File: config.mk
export PLATFORM = sky130hd
export DESIGN_NAME = gpio_mulcount_unit
export DESIGN_NICKNAME = d
export VERILOG_FILES = /design/src/rtl/gpio_mulcount_pkg.sv /design/src/rtl/gpio_mulcount_shiftadd.sv /design/src/rtl/gpio_mulcount_unit.sv
export SDC_FILE = /design/constraint.sdc
export NUM_CORES = 1
export LEC_CHECK = 0
export BUFFER_PORTS_ARGS = -buffer_cell sky130_fd_sc_hd__buf_4
export CAP_MARGIN = 20
export CORE_AREA = 3 3 199 201
export CTS_CLUSTER_SIZE = 30
export DETAILED_ROUTE_END_ITERATION = 12
export DIE_AREA = 0 0 202 204
export GPL_TIMING_DRIVEN = 0
export PLACE_DENSITY = 0.68
export SLEW_MARGIN = 40
export SYNTH_ARGS = -nofsm -noshare
export SYNTH_HDL_FRONTEND = slang
export SYNTH_SLANG_ARGS = --single-unit
File: constraint.sdc
create_clock -name clk -period 6.35 [get_ports clk]
set_input_delay 0.3175 -clock clk [delete_from_list [all_inputs] [get_ports clk]]
set_output_delay 0.3175 -clock clk [all_outputs]
set_load 0.005 [all_outputs]
File: src/rtl/gpio_mulcount_pkg.sv
// Shared constants for the GPIO emulator multiply/popcount peripheral:
// FSM encoding, register offsets and STAT/CTRL bit positions.
package gpio_mulcount_pkg;

  typedef logic [1:0] state_t;

  localparam state_t StIdle   = 2'd0;
  localparam state_t StMult   = 2'd1;
  localparam state_t StPopcnt = 2'd2;
  localparam state_t StDone   = 2'd3;

  localparam logic [15:0] OffA1   = 16'h0000;
  localparam logic [15:0] OffA2   = 16'h0008;
  localparam logic [15:0] OffW    = 16'h0010;
  localparam logic [15:0] OffL    = 16'h0018;
  localparam logic [15:0] OffCtrl = 16'h0020;
  localparam logic [15:0] OffCnt  = 16'h0028;
  localparam logic [15:0] OffGin  = 16'h0030;
  localparam logic [15:0] WinSize = 16'h0040;

  localparam int unsigned StatValid = 0;
  localparam int unsigned StatReady = 1;
  localparam int unsigned StatBusy  = 2;
  localparam int unsigned StatErr   = 3;

  localparam int unsigned CtrlStart  = 0;
  localparam int unsigned CtrlClrErr = 1;

endpackage

File: src/rtl/gpio_mulcount_shiftadd.sv
// Bit-serial shift-add multiplier: one multiplier bit per cycle, OP_W cycles per product.
// done_o is high during the final accumulation cycle; product_o is valid from the next cycle on.
module gpio_mulcount_shiftadd #(
  parameter int unsigned OP_W = 24
) (
  input  logic              clk,
  input  logic              n_reset,
  input  logic              start_i,
  input  logic [OP_W-1:0]   a_i,
  input  logic [OP_W-1:0]   b_i,
  output logic              done_o,
  output logic [2*OP_W-1:0] product_o
);

  localparam int unsigned PW   = 2 * OP_W;
  localparam int unsigned IdxW = (OP_W > 1) ? $clog2(OP_W) : 1;
  localparam logic [IdxW-1:0] LastIdx = IdxW'(OP_W - 1);

  logic [OP_W-1:0] a_q, a_d, b_q, b_d;
  logic [PW-1:0]   acc_q, acc_d;
  logic [IdxW-1:0] idx_q, idx_d;
  logic            run_q, run_d;
  logic [PW-1:0]   a_ext;

  assign a_ext = {{OP_W{1'b0}}, a_q};

  always_comb begin
    a_d   = a_q;
    b_d   = b_q;
    acc_d = acc_q;
    idx_d = idx_q;
    run_d = run_q;
    if (start_i) begin
      a_d   = a_i;
      b_d   = b_i;
      acc_d = '0;
      idx_d = '0;
      run_d = 1'b1;
    end else if (run_q) begin
      if (b_q[idx_q]) begin
        acc_d = acc_q + (a_ext << idx_q);
      end
      idx_d = idx_q + IdxW'(1);
      if (idx_q == LastIdx) begin
        run_d = 1'b0;
      end
    end
  end

  always_ff @(posedge clk or negedge n_reset) begin
    if (!n_reset) begin
      a_q   <= '0;
      b_q   <= '0;
      acc_q <= '0;
      idx_q <= '0;
      run_q <= 1'b0;
    end else begin
      a_q   <= a_d;
      b_q   <= b_d;
      acc_q <= acc_d;
      idx_q <= idx_d;
      run_q <= run_d;
    end
  end

  assign done_o    = run_q && (idx_q == LastIdx);
  assign product_o = acc_q;

endmodule

File: src/rtl/gpio_mulcount_unit.sv
// Bus-mapped multiply/popcount peripheral: register file, control FSM and popcount stage
// around the bit-serial multiplier. gpio_out mirrors the completed-operation counter.
module gpio_mulcount_unit
  import gpio_mulcount_pkg::*;
#(
  parameter int unsigned OP_W      = 24,
  parameter int unsigned RES_W     = 32,
  parameter int unsigned CNT_W     = 16,
  parameter logic [15:0] BASE_ADDR = 16'h0380
) (
  input  logic        clk,
  input  logic        n_reset,
  input  logic [15:0] saddress,
  input  logic        srd,
  input  logic        swr,
  input  logic [31:0] sdata_in,
  output logic [31:0] sdata_out,
  input  logic [31:0] gpio_in,
  input  logic        gpio_latch,
  output logic [31:0] gpio_out
);

  localparam int unsigned PW = 2 * OP_W;
  localparam int unsigned LW = $clog2(RES_W + 1);

  state_t          state_q, state_d;
  logic [OP_W-1:0] a1_q, a1_d, a2_q, a2_d;
  logic [RES_W-1:0] w_q, w_d;
  logic [LW-1:0]   l_q, l_d, pop_q, pop_d;
  logic [CNT_W-1:0] cnt_q, cnt_d;
  logic [31:0]     gin_q, gin_d, sdata_out_q, sdata_out_d;
  logic            err_q, err_d, valid_q, valid_d, valid_n_q, valid_n_d;
  logic            lat_q, rise_q;

  logic [15:0] off;
  logic        in_win, sel_a1, sel_a2, sel_ctrl;
  logic        busy, start_req, start_go, violation;
  logic        mul_done;
  logic [PW-1:0] mul_prod;
  logic [LW-1:0] pop_cnt;
  logic [31:0]   rdata;
  logic          unused_wdata;

  assign unused_wdata = ^sdata_in;

  assign off      = saddress - BASE_ADDR;
  assign in_win   = (saddress >= BASE_ADDR) && (off < WinSize);
  assign sel_a1   = in_win && (off == OffA1);
  assign sel_a2   = in_win && (off == OffA2);
  assign sel_ctrl = in_win && (off == OffCtrl);

  assign busy      = (state_q != StIdle);
  assign start_req = swr && sel_ctrl && sdata_in[CtrlStart];
  assign start_go  = start_req && !busy;
  assign violation = busy && swr && (sel_a1 || sel_a2 || start_req);

  gpio_mulcount_shiftadd #(
    .OP_W(OP_W)
  ) u_shiftadd (
    .clk      (clk),
    .n_reset  (n_reset),
    .start_i  (start_go),
    .a_i      (a1_q),
    .b_i      (a2_q),
    .done_o   (mul_done),
    .product_o(mul_prod)
  );

  always_comb begin
    pop_cnt = '0;
    for (int i = 0; i < RES_W; i++) begin
      pop_cnt = pop_cnt + LW'(mul_prod[i]);
    end
  end

  always_comb begin
    state_d   = state_q;
    a1_d      = a1_q;
    a2_d      = a2_q;
    w_d       = w_q;
    l_d       = l_q;
    pop_d     = pop_q;
    cnt_d     = cnt_q;
    valid_d   = valid_q;
    valid_n_d = valid_n_q;
    err_d     = err_q;

    if (swr && sel_a1 && !busy) a1_d = sdata_in[OP_W-1:0];
    if (swr && sel_a2 && !busy) a2_d = sdata_in[OP_W-1:0];

    // A clear and a fresh violation in the same cycle must leave ERR set.
    if (swr && sel_ctrl && sdata_in[CtrlClrErr]) err_d = 1'b0;
    if (violation) err_d = 1'b1;

    case (state_q)
      StIdle: begin
        if (start_go) state_d = StMult;
      end
      StMult: begin
        if (mul_done) state_d = StPopcnt;
      end
      StPopcnt: begin
        pop_d     = pop_cnt;
        valid_n_d = ((mul_prod >> RES_W) == '0);
        state_d   = StDone;
      end
      default: begin
        w_d     = mul_prod[RES_W-1:0];
        l_d     = pop_q;
        valid_d = valid_n_q;
        cnt_d   = cnt_q + CNT_W'(1);
        state_d = StIdle;
      end
    endcase
  end

  always_comb begin
    rdata = '0;
    if (in_win) begin
      case (off)
        OffA1:   rdata = 32'(a1_q);
        OffA2:   rdata = 32'(a2_q);
        OffW:    rdata = 32'(w_q);
        OffL:    rdata = 32'(l_q);
        OffCtrl: begin
          rdata[StatValid] = valid_q;
          rdata[StatReady] = !busy;
          rdata[StatBusy]  = busy;
          rdata[StatErr]   = err_q;
        end
        OffCnt:  rdata = 32'(cnt_q);
        OffGin:  rdata = gin_q;
        default: rdata = '0;
      endcase
    end
    sdata_out_d = srd ? rdata : sdata_out_q;
    gin_d       = rise_q ? gpio_in : gin_q;
  end

  always_ff @(posedge clk or negedge n_reset) begin
    if (!n_reset) begin
      state_q     <= StIdle;
      a1_q        <= '0;
      a2_q        <= '0;
      w_q         <= '0;
      l_q         <= '0;
      pop_q       <= '0;
      cnt_q       <= '0;
      gin_q       <= '0;
      sdata_out_q <= '0;
      err_q       <= 1'b0;
      valid_q     <= 1'b1;
      valid_n_q   <= 1'b1;
      lat_q       <= 1'b0;
      rise_q      <= 1'b0;
    end else begin
      state_q     <= state_d;
      a1_q        <= a1_d;
      a2_q        <= a2_d;
      w_q         <= w_d;
      l_q         <= l_d;
      pop_q       <= pop_d;
      cnt_q       <= cnt_d;
      gin_q       <= gin_d;
      sdata_out_q <= sdata_out_d;
      err_q       <= err_d;
      valid_q     <= valid_d;
      valid_n_q   <= valid_n_d;
      lat_q       <= gpio_latch;
      rise_q      <= gpio_latch && !lat_q;
    end
  end

  assign sdata_out = sdata_out_q;
  assign gpio_out  = 32'(cnt_q);

endmodule

==> flow_metrics.py, run 1 <==
metrics = {
    "run_status": {
        "outcome": "completed",
    },
    "grt": {
        "grt_remaining_overflow": 0,
        "grt_pass1_vias": 13900,
        "antenna_found_initial": 0,
        "grt_pass1_wl_mm": 80.4,
        "track_usage_pct": 25.3,
        "grt_max_degree": 78,
    },
    "clock_tree": {
        "cts_root_buf": "clkbuf_16",
        "clock_path_buffers": 3,
        "clkTransAtPathRegs_ns": 0.06,
        "cts-buffers-inserted": 34,
        "htreeDepth": 2,
        "post_cts_buffers": 0,
        "cts_hold_buf": 2,
        "cts_resized": 0,
        "cts.sinks": 281,
        "tritoncts": "done",
        "clk_latency_ns": 0.53,
    },
    "timing": {
        "max_freq_mhz": 176,
        "final_max_slew_viol_count": 0,
        "rsz0062_at_grt": "false",
        "hold_violations": 0,
        "setup_viol": 0,
        "setup_tns_ns": 0,
        "relSlewSlack_pct": 45.1,
        "tightestPinTransition_ns": 0.823,
        "period_share_pct": 89.7,
        "finalWorstPathRequiredPeriod_ns": 5.69,
        "clock_skew_ns": 0.0206,
    },
    "setup_path": {
        "ff2ff_setup_slack_ns": 0.66,
        "arrival_ns": 6.06,
        "cpPeakStageDelay_ns": 0.54,
        "path_cells": "buf_2 > buf_2 > mux2_2 > o21ai_0 > inv_1 > mux2i_1 > nand2_1 > o21ai_0 > nor2_1 > ha_1 > buf_2 > a21o_1 > a211oi_1 > a21oi_1 > nor2_1 > nor3_1 > nand2_1 > a21oi_1 > a311oi_1 > o21ai_0 > xnor2_1 > a21oi_1",
        "slowest_stage": "dfrtp_1",
        "startpoint_type": "register",
        "worst_ep_required_time_ns": 6.72,
        "crit_path_end_kind": "register",
        "path_max_fanout": 10,
        "crit_type": "reg2reg",
    },
    "drt": {
        "routed_wirelength_mm": 53.1,
        "drt_iter0_drc": 1020,
        "wl_per_cell_um": 21.9,
        "drtAntennaViolNets": 0,
        "num_vias": 14000,
        "drcViolationCount": 0,
        "viasPerCell": 5.77,
        "dr.pass1.iters": 5,
    },
    "place": {
        "dpl_cell_area_um2": 18700,
        "place.gp.congestion": 0.939,
        "io_buffers": 122,
        "hpwlAfterDp_mm": 41.0,
    },
    "logic_synthesis": {
        "async_flop_share_pct": 100,
        "synth_compound_gate_area_share_pct": 14.2,
        "synth_edf_count": 0,
        "synthAdderAreaFrac_pct": 7.46,
        "synth_mux_area_share_pct": 14.9,
        "synthXorXnorAreaFrac_pct": 3.36,
        "synth_common_cells": "dfrtp_1, nand2_1, nor2_1, a21oi_1, mux2_2",
        "yosys.area.top_type": "dfrtp_1",
        "syn_inst": 1711,
        "synthFlopType": "dfrtp_1",
        "synth_warnings": 0,
        "synth_top_family_by_area": "multiplexers",
        "netlist_area_um2": 16900,
        "yosysMostFrequentCell": "dfrtp_1",
        "synth_top_area_share_pct": 41.2,
        "synth_seq_area_share_pct": 41.5,
        "synthSimpleGateAreaFrac_pct": 13.7,
        "synth_cell_types": 80,
        "ys_seq_elements": 281,
        "syn_area_per_cell_um2": 9.90,
        "synth_area_leaders": "dfrtp_1, mux2_2, nand2_1",
    },
    "job": {
        "cap_violations": 0,
    },
    "power": {
        "vdd_drop_max_mv": 0.237,
        "power_leakage_uw": 0.00918,
        "power.density_nw_per_um2": 251,
    },
    "finish": {
        "area_delta_synth_final_pct": 17.0,
        "layout-drive-gt1-share_pct": 19.0,
        "n_antenna_cell": 0,
        "final_area_um2": 19800,
        "final_nets": 2061,
    },
    "floorplan": {
        "die-width_um": 202,
        "num_rows": 71,
        "die_area_um2": 41200,
        "io_pins": 149,
        "die_y_um": 204,
        "core_area_um2": 37800,
        "start_util_pct": 44.9,
    },
    "min_path": {
        "hp-class": "in2reg",
    },
}
critical path, delay by kind of cell, from the launching register on:
kind | cells | cell delay, ns
compound gates | 9 | 2.16
buf+inv | 4 | 1.01
mux | 2 | 0.70
simple gates | 5 | 0.64
flops | 1 | 0.54
fa+ha+maj | 1 | 0.29
xor+xnor | 1 | 0.19
where the power goes:
part / internal (µW) / switching, µW / total, µW / leakage (µW)
combinational: 429 / 615 / 1040 / 0.00522
clock: 1220 / 785 / 2010 / 0.000551
sequential: 1850 / 70.8 / 1920 / 0.00340
total: 3510 / 1470 / 4980 / 0.00918
placed cells by master (no fill, tap or decap), drive strengths merged, types with 5 or more instances in the layout:
cell	netlist	final
a211oi	10	10
a21o	29	29
a21oi	106	106
a221oi	24	24
a22o	18	18
a22oi	19	19
a311oi	7	7
a31oi	5	5
and2	13	13
and3	7	7
buf	51	177
clkbuf	68	115
clkinv	1	5
conb	1	16
dfrtp	279	279
fa	25	25
ha	61	61
inv	71	73
mux2	152	152
mux2i	47	47
mux4	15	15
nand2	231	231
nand2b	11	11
nand3	30	30
nand4	14	14
nor2	153	153
nor2b	14	14
nor3	20	20
nor4	6	6
o21ai	58	58
o21bai	8	8
o22ai	13	13
o2bb2ai	27	27
xnor2	45	45
xor2	20	20
metrics by stage:
step,hold slack (ns),total power [µW],instances,setup WS [ns],util (%)
floorplan,0.0219,2630,1726,1.53,-
global placement,0.383,2960,2359,0.730,49.2
detailed placement,0.328,2980,2363,0.756,49.5
CTS,0.00316,4990,2424,0.727,52.5
global route,0.00961,5180,2424,0.269,52.5
finish,0.0218,4980,2424,0.656,52.5
layer usage:
| metal | track usage [%] | up-vias | share of wire, % |
|---|---|---|---|
| met3 | 4.78 | 97 | 7.1 |
| li1 | - | 6376 | - |
| met5 | 0 | - | 0 |
| met1 | 34.7 | 6970 | 43 |
| met2 | 40.7 | 543 | 46 |
| met4 | 8.32 | 0 | 3.2 |
area by class of cell:
type | count | area, µm²
multi-input combinational | 1254 | 9150
tap | 511 | 639
inverter | 72 | 270
clock inverter | 12 | 173
fill | 3378 | 17900
sequential | 281 | 7030
clock buffer | 47 | 961
timing repair buffer | 128 | 1050
buffer | 119 | 552
cell families after synthesis:
kind of cell | Yosys count
AOI/OAI and AO/OA | 356
xor gates and xnor gates | 65
adders and majority gates | 86
buffers and inverters | 191
DFF | 281
muxes | 214
other | 1
and+or+nand+nor | 517
final timing paths:
path                                      from                  endpoint  cells past startpoint
max in group asynchronous              n_reset  u_shiftadd.product_o[17]                      6
max reg2reg                u_shiftadd.idx_q[0]  u_shiftadd.product_o[43]                     22
max                        u_shiftadd.idx_q[0]  u_shiftadd.product_o[43]                     22
min reg2reg                              lat_q                    rise_q                      1
min in group asynchronous              n_reset        u_shiftadd.b_q[15]                      3
min                                sdata_in[7]                   a1_q[7]                      2
sequential cells by signal, summed over array words and instances (netlist names):
register and cells:
u_shiftadd.product_o 48, gin_q 32, sdata_out 32, w_q 32, a1_q 24, a2_q 24, u_shiftadd.a_q 24, u_shiftadd.b_q 24
cnt_q 16, l_q 6, pop_q 6, u_shiftadd.idx_q 5, state_q 2, err_q 1, lat_q 1, rise_q 1
u_shiftadd.run_q 1, valid_n_q 1, valid_q 1
No activity file was read; power rests on OpenSTA's default activity.
==> run 2, diff against run 1 <==
--- a/config.mk
+++ b/config.mk
@@ -5,12 +5,13 @@
 export SDC_FILE = /design/constraint.sdc
 export NUM_CORES = 1
 export LEC_CHECK = 0
+export ABC_AREA = 1
 export BUFFER_PORTS_ARGS = -buffer_cell sky130_fd_sc_hd__buf_4
 export CAP_MARGIN = 20
-export CORE_AREA = 3 3 199 201
+export CORE_AREA = 3 3 208 210
 export CTS_CLUSTER_SIZE = 30
 export DETAILED_ROUTE_END_ITERATION = 12
-export DIE_AREA = 0 0 202 204
+export DIE_AREA = 0 0 211 213
 export GPL_TIMING_DRIVEN = 0
 export PLACE_DENSITY = 0.68
 export SLEW_MARGIN = 40
==> run 2 against run 1 <==
Fmax grew 16%. Register-to-register slack improved by 0.78 ns. Clock skew decreased by 0.00090 ns. Total power grew 11%. Die area up 9.1%. Area after synthesis is 10% higher. Synthesized cell count up 60%. Combinational power grew 48%.
==> flow_metrics.py, run 2 <==
metrics = {
    "setup_path": {
        "startpoint_type": "register",
        "cpLargestDelayFamily": "adder cells",
        "path_max_fanout": 4,
        "crit_start": "u_shiftadd.product_o[27]",
        "worst_ep_required_time_ns": 6.84,
        "path_cells": "inv_1 > fa_1 > fa_1 > inv_1 > fa_1 > inv_1 > fa_1 > fa_1 > fa_1 > inv_1 > ha_1 > fa_1 > nand2_1 > nand2_1 > a21oi_1 > xnor2_1 > nand2_1 > nand2_1",
        "crit_path_end_kind": "register",
        "arrival_ns": 5.40,
        "cpPeakStageDelay_ns": 0.53,
        "crit_top_cell": "fa_1",
        "crit_type": "reg2reg",
        "crit_buf_inv": 4,
        "slowest_stage": "dfrtp_1",
        "rr_startpoint": "u_shiftadd.product_o[27]",
    },
    "timing": {
        "fin_hold_ws_ns": 0.0215,
        "clock_skew_ns": 0.0197,
        "relSlewSlack_pct": 44.8,
        "tightestPinTransition_ns": 0.819,
        "period_share_pct": 77.4,
        "max_freq_mhz": 203,
        "hold_violations": 0,
        "setup_tns_ns": 0,
        "rsz0062_at_grt": "false",
        "final_max_slew_viol_count": 0,
        "finalWorstPathRequiredPeriod_ns": 4.91,
        "setup_viol": 0,
    },
    "drt": {
        "dr.pass1.iters": 6,
        "routed_wirelength_mm": 65.4,
        "wl_per_cell_um": 18.6,
        "drt_iter0_drc": 1545,
        "viasPerCell": 5.20,
        "drcViolationCount": 0,
        "drtAntennaViolNets": 0,
        "num_vias": 18300,
    },
    "grt": {
        "grt_pass1_wl_mm": 101,
        "grtUsageMet1_pct": 38.7,
        "grt_pass1_vias": 17600,
        "use_met2_pct": 48.2,
        "grt_remaining_overflow": 0,
        "track_usage_pct": 29.1,
        "grt_max_degree": 65,
        "globalRouteMet3Util_pct": 4.00,
        "antenna_found_initial": 1,
        "top_usage_layer": "met2",
    },
    "clock_tree": {
        "cts_hold_buf": 32,
        "cts_root_buf": "clkbuf_16",
        "clkTransAtPathRegs_ns": 0.06,
        "htreeDepth": 2,
        "tritoncts": "done",
        "post_cts_buffers": 0,
        "cts-buffers-inserted": 34,
        "cts_resized": 0,
        "clock_path_buffers": 3,
        "cts.sinks": 281,
        "clk_latency_ns": 0.55,
    },
    "place": {
        "hpwlAfterDp_mm": 51.8,
        "dpl_cell_area_um2": 20400,
        "place.gp.congestion": 1.03,
        "io_buffers": 124,
    },
    "logic_synthesis": {
        "async_flop_share_pct": 100,
        "synth_area_leaders": "dfrtp_1, nand2_1, inv_1",
        "ys_seq_elements": 281,
        "synthFlopType": "dfrtp_1",
        "synth_seq_area_share_pct": 37.7,
        "synth_common_cells": "nand2_1, inv_1, dfrtp_1, o21ai_0, nand3_1",
        "netlist_area_um2": 18700,
        "synth_top_area_share_pct": 37.4,
        "synth_edf_count": 0,
        "synth_warnings": 0,
        "synth_cell_types": 47,
        "yosysMostFrequentCell": "nand2_1",
        "syn_area_per_cell_um2": 6.80,
        "syn_inst": 2745,
        "yosys.area.top_type": "dfrtp_1",
    },
    "finish": {
        "n_antenna_cell": 0,
        "largest_reg_flops": 48,
        "layout-drive-gt1-share_pct": 9.44,
        "final_common_cell": "nand2_1",
        "fill_cells": 4169,
        "final_cell_mix": "nand2_1, inv_1, dfrtp_1",
        "final_area_um2": 21900,
        "multi_input_area_um2": 9480,
        "regArea_um2": 7030,
        "final_nets": 3127,
        "area_delta_synth_final_pct": 17.4,
    },
    "run_status": {
        "outcome": "completed",
    },
    "power": {
        "vdd_drop_max_mv": 0.163,
        "p_total_uw": 5500,
        "power_leakage_uw": 0.0117,
        "power.density_nw_per_um2": 251,
    },
    "floorplan": {
        "die_area_um2": 44900,
        "die_y_um": 213,
        "start_util_pct": 44.7,
        "core_area_um2": 41800,
        "num_rows": 75,
        "die-width_um": 211,
        "io_pins": 149,
    },
    "job": {
        "cap_violations": 0,
    },
    "min_path": {
        "hold_path.startpoint": "gpio_in[15]",
        "hp-class": "in2reg",
    },
}
-- run 2: cell types whose count changed in the layout (fill, tap and decap cells not counted), sizes merged, moves of 27 or more --
cell / delta
mux2i: -41
a21o: -29
inv: +358
o21ai: +228
nand3: +150
xnor2: -27
a21oi: -72
nand2: +773
o2bb2ai: -27
mux2: -142
dlygate4sd3: +30
-- run 2: cell type report --
type	count	area share (%)
plain buffers	114	2.67
clock buffers	47	4.57
clock inverters	11	0.719
inverters	431	7.38
multi-input cells	1934	43.3
flip-flops and latches	281	32.1
well taps	539	3.08
repair buffers	160	6.21
-- run 2: routing by layer --
layer	part of all wire (%)	wire length (µm)	vias to the layer above
met5	0	0	-
met4	4.3	2800	0
met3	6.6	4340	129
met2	46	29900	720
met1	43	28400	8535
li1	-	-	8912
-- run 2: logic make-up after synthesis --
family	share of synthesized area [%]
buf+inv	11.8
simple gates	30.7
fa+ha+maj	6.77
compound gates	9.81
xor+xnor	2.25
flops	37.7
mux	0.925
other cells	0.0201
-- run 2: metrics by stage --
| stage | instances | util, % | setup slack, ns |
|---|---|---|---|
| 2_1_floorplan | 2760 | - | 1.76 |
| 3_3_place_gp | 3423 | 48.7 | 1.50 |
| 3_5_place_dp | 3427 | 48.9 | 1.44 |
| 4_1_cts | 3517 | 52.5 | 1.41 |
| 5_1_grt | 3517 | 52.5 | 1.19 |
| 6_report | 3517 | 52.5 | 1.44 |
-- run 2: worst paths after layout --
| check | to | cells after the start | slack (ns) |
|---|---|---|---|
| setup reg to reg | pop_q[4] | 18 | 1.44 |
| max in group asynchronous | a2_q[10] | 4 | 5.06 |
| hold / removal | gin_q[15] | 2 | 0.02 |
| setup / recovery | pop_q[4] | 18 | 1.44 |
| hold reg to reg | rise_q | 1 | 0.40 |
| min in group asynchronous | gin_q[27] | 2 | 0.32 |
-- run 2: report_power, final --
| group | total [µW] | internal [µW] | leakage, µW | switching (µW) |
|---|---|---|---|---|
| clock | 2040 | 1230 | 0.000566 | 811 |
| combinational | 1540 | 472 | 0.00731 | 1070 |
| sequential | 1920 | 1860 | 0.00382 | 60.3 |
